## config.mk

```make
export PLATFORM = sky130hd
export DESIGN_NAME = cache_refill_ctrl
export DESIGN_NICKNAME = d
export VERILOG_FILES = /design/src/rtl/cache_refill_ctrl.sv
export SDC_FILE = /design/constraint.sdc
export NUM_CORES = 1
export LEC_CHECK = 0
export BUFFER_PORTS_ARGS = -buffer_cell sky130_fd_sc_hd__buf_2
export CAP_MARGIN = 30
export CELL_PAD_IN_SITES_DETAIL_PLACEMENT = 1
export CELL_PAD_IN_SITES_GLOBAL_PLACEMENT = 2
export CORE_MARGIN = 2
export CORE_UTILIZATION = 23
export DETAILED_ROUTE_END_ITERATION = 8
export GPL_TIMING_DRIVEN = 0
export PLACE_DENSITY = 0.82
export SYNTH_ARGS = -nofsm -noshare
export SYNTH_HDL_FRONTEND = slang
export SYNTH_SLANG_ARGS = --single-unit
```

## constraint.sdc

```tcl
create_clock -name clk_i -period 1.45 [get_ports clk_i]
set_input_delay 0.145 -clock clk_i [delete_from_list [all_inputs] [get_ports clk_i]]
set_output_delay 0.145 -clock clk_i [all_outputs]
set_load 0.01 [all_outputs]
```

## src/rtl/cache_refill_ctrl.sv

```systemverilog
// Miss-path line refill controller: fetches a 4-word line over a req/ack word port and
// presents a single fill beat. Optional critical-word-first ordering via CRITICAL_WORD_FIRST_EN.
module cache_refill_ctrl #(
  parameter int unsigned ADDRESS_WIDTH  = 16,
  parameter int unsigned DATA_WIDTH     = 32,
  parameter int unsigned WORDS_PER_LINE = 4,
  parameter int unsigned TAG_WIDTH      = 8,
  parameter int unsigned INDEX_WIDTH    = 4
) (
  input  logic                                 clk_i,
  input  logic                                 rst_i,
  input  logic                                 miss_req_i,
  input  logic [ADDRESS_WIDTH-1:0]             miss_addr_i,
  output logic                                 stall_o,
  output logic                                 busy_o,
  output logic                                 mem_req_o,
  output logic [ADDRESS_WIDTH-1:0]             mem_addr_o,
  input  logic                                 mem_ack_i,
  input  logic [DATA_WIDTH-1:0]                mem_rdata_i,
  output logic                                 fill_valid_o,
  output logic [TAG_WIDTH-1:0]                 fill_tag_o,
  output logic [INDEX_WIDTH-1:0]               fill_index_o,
  output logic [DATA_WIDTH*WORDS_PER_LINE-1:0] fill_line_o,
  output logic                                 crit_valid_o,
  output logic [DATA_WIDTH-1:0]                crit_data_o
);

  localparam int unsigned LineWidth = DATA_WIDTH * WORDS_PER_LINE;
  localparam int unsigned BaseWidth = ADDRESS_WIDTH - 4;

  localparam logic [1:0] StIdle  = 2'd0;
  localparam logic [1:0] StFetch = 2'd1;
  localparam logic [1:0] StFill  = 2'd2;

  logic [1:0]           state_q, state_d;
  logic [BaseWidth-1:0] base_q, base_d;
  logic [1:0]           off_q, off_d;
  logic [1:0]           cnt_q, cnt_d;
  logic [LineWidth-1:0] line_q, line_d;
  logic [1:0]           start_off;
  logic                 ack_fire;

  assign ack_fire = (state_q == StFetch) && mem_ack_i;

`ifdef CRITICAL_WORD_FIRST_EN
  logic                  crit_valid_q, crit_valid_d;
  logic [DATA_WIDTH-1:0] crit_data_q, crit_data_d;
  logic                  unused_addr;

  assign start_off   = miss_addr_i[3:2];
  assign unused_addr = ^miss_addr_i[1:0];

  // The first ack of a refill always carries the requested (critical) word.
  always_comb begin
    crit_valid_d = ack_fire && (cnt_q == 2'd0);
    crit_data_d  = crit_data_q;
    if (crit_valid_d) begin
      crit_data_d = mem_rdata_i;
    end
  end

  always_ff @(posedge clk_i) begin
    if (rst_i) begin
      crit_valid_q <= 1'b0;
      crit_data_q  <= '0;
    end else begin
      crit_valid_q <= crit_valid_d;
      crit_data_q  <= crit_data_d;
    end
  end

  assign crit_valid_o = crit_valid_q;
  assign crit_data_o  = crit_data_q;
`else
  logic unused_addr;

  assign start_off    = 2'd0;
  assign unused_addr  = ^miss_addr_i[3:0];
  assign crit_valid_o = 1'b0;
  assign crit_data_o  = '0;
`endif

  always_comb begin
    state_d = state_q;
    base_d  = base_q;
    off_d   = off_q;
    cnt_d   = cnt_q;
    line_d  = line_q;
    unique case (state_q)
      StIdle: begin
        if (miss_req_i) begin
          base_d  = miss_addr_i[ADDRESS_WIDTH-1:4];
          off_d   = start_off;
          cnt_d   = 2'd0;
          state_d = StFetch;
        end
      end
      StFetch: begin
        if (mem_ack_i) begin
          // Slot chosen by word offset, so the line layout is independent of fetch order.
          for (int unsigned w = 0; w < WORDS_PER_LINE; w++) begin
            if (off_q == 2'(w)) begin
              line_d[w*DATA_WIDTH +: DATA_WIDTH] = mem_rdata_i;
            end
          end
          off_d = off_q + 2'd1;
          cnt_d = cnt_q + 2'd1;
          if (cnt_q == 2'd3) begin
            state_d = StFill;
          end
        end
      end
      StFill: begin
        state_d = StIdle;
      end
      default: begin
        state_d = StIdle;
      end
    endcase
  end

  always_ff @(posedge clk_i) begin
    if (rst_i) begin
      state_q <= StIdle;
      base_q  <= '0;
      off_q   <= 2'd0;
      cnt_q   <= 2'd0;
      line_q  <= '0;
    end else begin
      state_q <= state_d;
      base_q  <= base_d;
      off_q   <= off_d;
      cnt_q   <= cnt_d;
      line_q  <= line_d;
    end
  end

  assign busy_o       = (state_q != StIdle);
  assign stall_o      = busy_o | miss_req_i;
  assign mem_req_o    = (state_q == StFetch);
  assign mem_addr_o   = {base_q, off_q, 2'b00};
  assign fill_valid_o = (state_q == StFill);
  assign fill_tag_o   = base_q[BaseWidth-1 -: TAG_WIDTH];
  assign fill_index_o = base_q[INDEX_WIDTH-1:0];
  assign fill_line_o  = line_q;

endmodule

```

# [After elaboration in Yosys (flattened, before gate mapping)]
# Cells that the tools add are included.
[word_totals] ff_bits=146 out_inout_bits=193 wordCells=40
[op_classes] addsub=2 n_eq_ne=9 n_mux=9 bitwise_logic=1 n_reduce_logical=11
[op_table] operator="AND reduction 3 bit" count=6
[op_table] operator="2-to-1 mux 2 bit" count=6
[op_table] operator="case mux 2 bit (2 select lines)" count=3
[op_table] operator="equality test 2 bit (second input constant)" count=4
[op_table] operator="adder 2 x 1 -> 2 bit (second input constant)" count=2
[op_table] operator="equality test 2 x 1 -> 1 bit (second input constant)" count=2
[op_table] operator="logical NOT 2 bit" count=2
[op_table] operator="!= test 2 x 1 -> 1 bit (second input constant)" count=2
[op_table] operator="nonzero test 2 bit" count=2
[op_table] operator="!= test 2 bit (second input constant)" count=1
[op_table] operator="AND reduction 2 bit" count=1
[op_table] operator="bitwise OR 1 bit" count=1

# [Longest topological paths before layout]
# Gate-level depths: netlist of the first run.
[logic_depth] depth_word=4 ltp_mapped=7

# [Least setup slack after synthesis of the first run]
# OpenSTA, ideal clock, no wires.
[synth_timing] kind="flip-flop to flip-flop" startpoint="reg off_q[0]" endpoint="reg line_q[92] (netlist: fill_line_o[92])" setup_ps=132 arrival_ps=1306 t_required_ps=1318 slack_ps=12 path_stages_with_launch=8 period_less_slack_ps=1438 path_cell_list="dfxtp_1 inv_1 ha_1 and4b_1 buf_2 buf_2 nand2_1 a21oi_1"
[synth_between] elab_chain_len=2
[synth_rtl] item="start, declared" line="37" rtl="logic [1:0] off_q, off_d;"
[synth_rtl] item="start signal, assigned" line="126" rtl="off_q <= 2'd0;"
[synth_rtl] item="start signal, assigned" line="132" rtl="off_q <= off_d;"
[synth_rtl] item="equality test 2 bit" line="102" rtl="if (off_q == 2'(w)) begin"
[synth_rtl] item="AND reduction 3 bit (no source line)"
[synth_rtl] item="end signal, assigned" line="134" rtl="line_q <= line_d;"
[synth_rtl] item="end, declared" line="39" rtl="logic [LineWidth-1:0] line_q, line_d;"
# Every way passes these cells.
# A chain may end at the register's enable or synchronous reset.

# [Worst setup path after layout of the first run]
[layout_timing] startpoint="reg state_q[1]" endpoint="out stall_o"
[layout_between] elab_chain_len=2
[layout_rtl] item="start, declared" line="35" rtl="logic [1:0] state_q, state_d;"
[layout_rtl] item="start signal, assigned" line="124" rtl="state_q <= StIdle;"
[layout_rtl] item="start signal, assigned" line="130" rtl="state_q <= state_d;"
[layout_rtl] item="nonzero test 2 bit" line="138" rtl="assign busy_o = (state_q != StIdle);"
[layout_rtl] item="bitwise OR 1 bit" line="139" rtl="assign stall_o = busy_o | miss_req_i;"
[layout_rtl] item="end, declared" line="14" rtl="output logic stall_o,"
# Every way passes these cells.

==> metrics.txt, run 1 <==
PnR worst setup slack -0.0936 ns; flop and latch count out of synthesis 146; post-route fraction of the period consumed by the critical path 106%; worst-path cell chain buf_8 > or3_1 > buf_2; clock buffers created by TritonCTS 17; Min-Delay Path Class in -> reg; Switching Fraction between 20% and 30%; data arrival time at the worst-slack endpoint about 1.4 ns; failing checks setup timing; total standard cell area after synthesis 0.00562 mm^2; Max clock buf depth 2; average detailed-routed wire length per instance 16.5 um; portion of total power attributed to the clock network 48.9%; count of different cell masters after synthesis 26; Worst setup SP type register; Hold Slack between 0.015 and 0.02 ns; power density over cell area between 1000 and 1500 mW/mm^2; Top FF cell, synth sky130_fd_sc_hd__dfxtp_1; total core area 0.0242 mm^2; number of setup violations in the final report 7; library cell with the highest instance count after synthesis sky130_fd_sc_hd__nand2_1; Max stage delay cell, worst path sky130_fd_sc_hd__or3_1; number of cell rows 57; area growth from synthesis to layout 64.2%; routing layer with the top usage in global route met2; via count of the first global-routing pass 5613; fraction of post-synthesis cell area in the top cell type by area 52.0%; overall die area 0.0257 mm^2; latest clock arrival within the worst-skew pair 0.42 ns; Top Family by Delay on Critical Path simple AND/OR/NAND/NOR gates; DP Wirelength 15100 um; post-route ant nets 0; number of clock sinks seen by CTS 146; Max transition margin 46.3%; Reg clk slew, reported paths 0.06 ns; transition time at the pin with the least slew margin 0.806 ns; Placement Cell Area 0.00717 mm^2; setup repair after global routing missed its margin yes; placed cell count approximately 1300; cell leakage power 4.16 nW; Switch Pwr 2.37 mW; number of antenna violations at the first check in global routing 0; DRC viols 0; maximum capacitance violations 0; routing usage on met3 4.16%; fraction of layout cells with a size suffix above 1 a little over two fifths; number of antenna cells inserted 0; number of detailed-route iterations in the first pass 4; average via count per standard cell 4.25; start-to-end type of the worst setup path reg -> out; CTS tree built; first-pass GRT wire length 32200 um; Max Fclk 648 MHz; pre-CTS worst setup slack -0.201 ns; maximum vdd drop 0.000606 V; overall global routing resource usage 16.2%; number of nets at the end of the flow 1081; Initial Util 23.2%; Fin Clk Skew 0.00625 ns; Post-Route Utilization 38.2%; capturing element type of the critical path primary output; filler instances 2915; Hold Vio Cnt, Final 0; required time at the endpoint of the critical path 1.31 ns; Overflow after GRT 0; syn avg cell area 7.95 um^2; final max-slew violation count 0; part of the total power dissipated in combinational logic 9.9%; most common library cells after synthesis sky130_fd_sc_hd__nand2_1 (285), sky130_fd_sc_hd__dfxtp_1 (146), sky130_fd_sc_hd__a21oi_1 (145); violation count after the first detailed-routing iteration 219; internal cell power 7.64 mW; Async S/R FF share, synth 0%; status complete, but fails checks; Worst Path Max Fanout 8; cell at the root of the clock tree sky130_fd_sc_hd__clkbuf_16; Top Ports 245; post-synthesis cell count between 700 and 800; EDFF count, synth 0; Yosys warning count 0; grt met2 use 26.9%; DIE HEIGHT 160 um; number of buffers added on ports roughly 200; biggest cell delay along the critical path 0.36 ns; pin count of the biggest net entering global routing 17; cell area after layout 0.00923 mm^2; wirelength, routed ~22000 um; post-route non-filler standard cell count 1360; deepest level of the CTS H-tree 4; top cell type by total area after synthesis sky130_fd_sc_hd__dfxtp_1; met1 Usage GRT 20.9%; portion of total power attributed to sequential cells 41.2%; Final GP Congestion 0.727; final period demand of the worst path 1.54 ns; Seq/Total Area, Yosys between 50% and 60%; top cells by area in the synthesized netlist sky130_fd_sc_hd__dfxtp_1 (52%), sky130_fd_sc_hd__nand2_1 (19%), sky130_fd_sc_hd__a21oi_1 (13%), sky130_fd_sc_hd__buf_4 (7.3%), sky130_fd_sc_hd__buf_2 (2.2%); Chip Width 160 um; number of vias after detailed routing 5785; Bufs and invs on worst path 2
cell type report:
type	instances	area, um^2	area share (%)
clock buffers	24	502	5.44
flip-flops and latches	146	2940	31.8
repair buffers	265	1740	18.9
multi-input cells	496	2670	28.9
clock inverters	7	145	1.57
plain buffers	96	815	8.83
well taps	324	405	4.39
inverters	2	15.0	0.163
timing repair:
item / CTS / global route
gates cloned: 0 / 9
hold buffers: 37 / 0
endpoints found under the hold margin: 89 / 0
setup buffers: 11 / 4
pin swaps: 2 / 59
gates resized for setup: 39 / 160
setup endpoints to repair: 124 / 131
power by group through the flow:
stage / clock network (mW) / registers (mW) / logic [mW]
after floorplan: 0 / 4.24 / 0.381
after global placement: 0 / 4.21 / 0.725
after detailed placement: 0 / 4.22 / 0.732
after CTS: 5.02 / 4.12 / 0.857
after global routing: 5.22 / 4.13 / 1.08
final: 4.89 / 4.13 / 0.992
final timing paths:
kind | cells after the start | end | from | slack [ns]
setup / recovery | 3 | stall_o | state_q[1] | -0.09
setup reg to reg | 7 | fill_line_o[26] | off_q[1] | -0.02
hold reg to reg | 2 | fill_line_o[55] | fill_line_o[55] | 0.45
hold / removal | 3 | fill_line_o[67] | mem_rdata_i[3] | 0.02
layer usage:
| metal | part of all wire, % | vias to the layer above |
|---|---|---|
| met5 | 0 | - |
| met4 | 1.0 | 0 |
| met3 | 4.9 | 16 |
| met2 | 49 | 150 |
| met1 | 45 | 2784 |
| li1 | - | 2835 |
stage by stage:
stage | total power, mW | setup TNS [ns]
6_report | 10.0 | -0.145
5_1_grt | 10.4 | -2.34
4_1_cts | 10.0 | -0.554
3_5_place_dp | 4.95 | -14.08
3_3_place_gp | 4.94 | -10.46
2_1_floorplan | 4.62 | 0
flip-flops by register name (all words and copies together) (netlist names):
register	count
base_q	12
off_q	2
state_q	2
fill_line_o	128
cnt_q	2
placed cells by master, fill, tap and decap left out, types with 3 or more instances in the layout:
| cell | n |
|---|---|
| sky130_fd_sc_hd__nor2b_1 | 5 |
| sky130_fd_sc_hd__dlygate4sd3_1 | 37 |
| sky130_fd_sc_hd__and4b_1 | 4 |
| sky130_fd_sc_hd__clkbuf_8 | 5 |
| sky130_fd_sc_hd__a21oi_2 | 48 |
| sky130_fd_sc_hd__dfxtp_1 | 142 |
| sky130_fd_sc_hd__buf_6 | 7 |
| sky130_fd_sc_hd__clkbuf_1 | 17 |
| sky130_fd_sc_hd__dfxtp_4 | 4 |
| sky130_fd_sc_hd__clkbuf_16 | 26 |
| sky130_fd_sc_hd__nand2_1 | 252 |
| sky130_fd_sc_hd__a21oi_1 | 97 |
| sky130_fd_sc_hd__nand2_2 | 7 |
| sky130_fd_sc_hd__buf_8 | 11 |
| sky130_fd_sc_hd__ha_4 | 3 |
| sky130_fd_sc_hd__bufinv_16 | 4 |
| sky130_fd_sc_hd__buf_2 | 207 |
| sky130_fd_sc_hd__conb_1 | 35 |
| sky130_fd_sc_hd__buf_12 | 5 |
| sky130_fd_sc_hd__buf_4 | 67 |
| sky130_fd_sc_hd__nand2_4 | 26 |
worst min-delay path, stage by stage:
cell                      delay (ns)
sky130_fd_sc_hd__buf_2          0.13
sky130_fd_sc_hd__nand2_1        0.06
sky130_fd_sc_hd__a21oi_1        0.05
cell families (layout without fill, tap and decap cells):
family | Yosys count | after routing | synth area share (%)
fa+ha+maj | 5 | 5 | 1.11
compound gates | 150 | 150 | 13.6
simple gates | 306 | 306 | 22.2
buf+inv | 99 | 394 | 11.0
flops | 146 | 146 | 52.0
other cells | 1 | 35 | 0.0668
Power figures use the tool's default switching activity.
==> run 2, diff against run 1 <==
--- a/config.mk
+++ b/config.mk
@@ -13,6 +13,7 @@
 export CORE_UTILIZATION = 23
 export DETAILED_ROUTE_END_ITERATION = 8
 export GPL_TIMING_DRIVEN = 0
+export HOLD_SLACK_MARGIN = 0.08
 export PLACE_DENSITY = 0.82
 export SYNTH_ARGS = -nofsm -noshare
 export SYNTH_HDL_FRONTEND = slang
==> constraint.sdc (replaced) <==
create_clock -name clk_i -period 1.45 [get_ports clk_i]
set_input_delay 0.145 -clock clk_i [delete_from_list [all_inputs] [get_ports clk_i]]
set_output_delay 0.145 -clock clk_i [all_outputs]
set_load 0.05 [all_outputs]
==> run 2 against run 1 <==
The flow still finishes with violations (setup timing). Via count shrank 1.2%. Flip-flop and latch count unchanged. Total power shrank 0.55%. Clock skew grew 0.0023 ns. Global-route usage about the same. Final cell count is 0.22% higher. Fmax down 2.9%. Critical path type unchanged.
==> metrics.txt, run 2 (synthesis gave the netlist of run 1 again) <==
combined flip-flop and latch cell area 0.00294 mm^2; maximum capacitance violations 0; cell leakage power around 3.9 nW; first-pass GRT wire length 32200 um; average via count per standard cell 4.19; Initial Util 23.2%; overall global routing resource usage 16.2%; post-route non-filler standard cell count 1363; area growth from synthesis to layout 58.3%; CTS tree built; required time at the endpoint of the critical path around 1.3 ns; failing checks setup timing; Switching Fraction 27.5%; Placement Cell Area 0.00718 mm^2; Worst setup SP type register; total core area approximately 0.024 mm^2; average detailed-routed wire length per instance 15.9 um; Max clock buf depth 2; Max transition margin 55.5%; number of buffers added on ports between 200 and 250; Max stage delay cell, worst path sky130_fd_sc_hd__or3_4; number of cell rows 57; final max-slew violation count 0; transition time at the pin with the least slew margin 0.668 ns; Worst Path Max Fanout 5; start-to-end type of the worst setup path reg -> out; number of detailed-route iterations in the first pass 4; Fin Clk Skew around 0.0086 ns; number of antenna cells inserted 0; pin count of the biggest net entering global routing 17; via count of the first global-routing pass approximately 5700; Post-Route Utilization 36.8%; wirelength, routed 21700 um; Min-Delay Path Class in -> reg; Overflow after GRT 0; flip-flop count of the largest register, all copies and words added 128; multi-input gate area in the final layout 0.00239 mm^2; overall die area 0.0257 mm^2; maximum vdd drop 0.000686 V; number of vias after detailed routing 5713; setup repair after global routing missed its margin yes; fraction of layout cells with a size suffix above 1 36.9%; portion of total power attributed to the clock network 44.8%; number of antenna violations at the first check in global routing 0; final setup TNS -0.285 ns; post-route fraction of the period consumed by the critical path 110%; DRC viols 0; power density over cell area 1120 mW/mm^2; internal cell power 7.22 mW; clock buffers created by TritonCTS 17; Switch Pwr 2.73 mW; PnR worst setup slack -0.140 ns; cell area after layout 0.00889 mm^2; Reg clk slew, reported paths roughly 0.060 ns; capturing element type of the critical path primary output; most used cells in the layout excluding fill and tap cells sky130_fd_sc_hd__nand2_1 (268), sky130_fd_sc_hd__buf_2 (201), sky130_fd_sc_hd__dfxtp_1 (142), sky130_fd_sc_hd__a21oi_1 (129), sky130_fd_sc_hd__buf_4 (68); number of setup violations in the final report 5; Max Fclk 629 MHz; filler instances 2943; Final GP Congestion 0.759; post-route ant nets 0; portion of total power attributed to sequential cells 41.4%; violation count after the first detailed-routing iteration 202; DP Wirelength 15200 um; DIE HEIGHT 160 um; final period demand of the worst path 1.59 ns; biggest cell delay along the critical path between 0.3 and 0.4 ns; most common library cell in the layout ignoring fill and taps sky130_fd_sc_hd__nand2_1; placed cell count 1269; status complete, but fails checks; Chip Width 160 um; number of nets at the end of the flow 1083; Top Ports around 250; data arrival time at the worst-slack endpoint 1.44 ns; overall power consumption 9.95 mW; library cell appearing most often on the critical path sky130_fd_sc_hd__buf_6; part of the total power dissipated in combinational logic ~14%; worst-path cell chain buf_6 > buf_6 > or3_4 > buf_8; cell at the root of the clock tree sky130_fd_sc_hd__clkbuf_16; latest clock arrival within the worst-skew pair between 0.4 and 0.5 ns; deepest level of the CTS H-tree 4; Hold Vio Cnt, Final 0; number of clock sinks seen by CTS ~150
==> run 2: area by class of cell <==
cell class	instances	area share, %
buffer	95	8.97
multi-input combinational	496	26.8
clock inverter	7	0.760
tap	324	4.56
sequential	146	33.0
inverter	2	0.141
timing repair buffer	268	19.8
clock buffer	25	5.92
==> run 2: final timing paths <==
path                   start               to  slack, ns  cells past startpoint
max reg2reg       state_q[0]  fill_line_o[49]      -0.02                      7
max               state_q[0]          stall_o      -0.14                      4
min reg2reg  fill_line_o[10]  fill_line_o[10]       0.45                      2
min               miss_req_i         off_q[1]       0.16                      4
==> run 2: power by group through the flow <==
| stage | combinational, mW | clock, mW | sequential [mW] |
|---|---|---|---|
| after floorplan | 0.625 | 0 | 4.44 |
| after global placement | 1.17 | 0 | 4.21 |
| after detailed placement | 1.18 | 0 | 4.21 |
| after CTS | 1.32 | 4.57 | 4.12 |
| after global routing | 1.46 | 4.78 | 4.13 |
| final | 1.37 | 4.46 | 4.12 |
==> run 2: critical path, delay by kind of cell, from the launching register on <==
family	cells	cell delay, ns
AND/OR/NAND/NOR	1	0.33
flip-flops	1	0.32
buffers and inverters	3	0.38
==> run 2: through the flow <==
| step | setup WS, ns | hold slack, ns |
|---|---|---|
| after global routing | -0.193 | 0.181 |
| after floorplan | -0.00410 | 0.281 |
| after CTS | -0.154 | 0.122 |
| final | -0.140 | 0.160 |
| after detailed placement | -0.148 | 0.395 |
| after global placement | -0.0981 | 0.385 |
==> run 2: timing repair <==
item,in CTS,in global routing
setup endpoints to repair,124,129
endpoints found under the hold margin,140,0
gates cloned,0,6
hold buffers,44,0
gates resized for setup,45,90
pin swaps,4,11
buffers inserted,9,5
==> run 2: metal layers <==
metal / vias up / global-route usage (%) / routed length (um)
met3: 12 / 4.16 / 936
met4: 0 / 3.97 / 218
li1: 2839 / - / -
met5: - / 0 / 0
met2: 141 / 28.1 / 10500
met1: 2721 / 20.1 / 9950
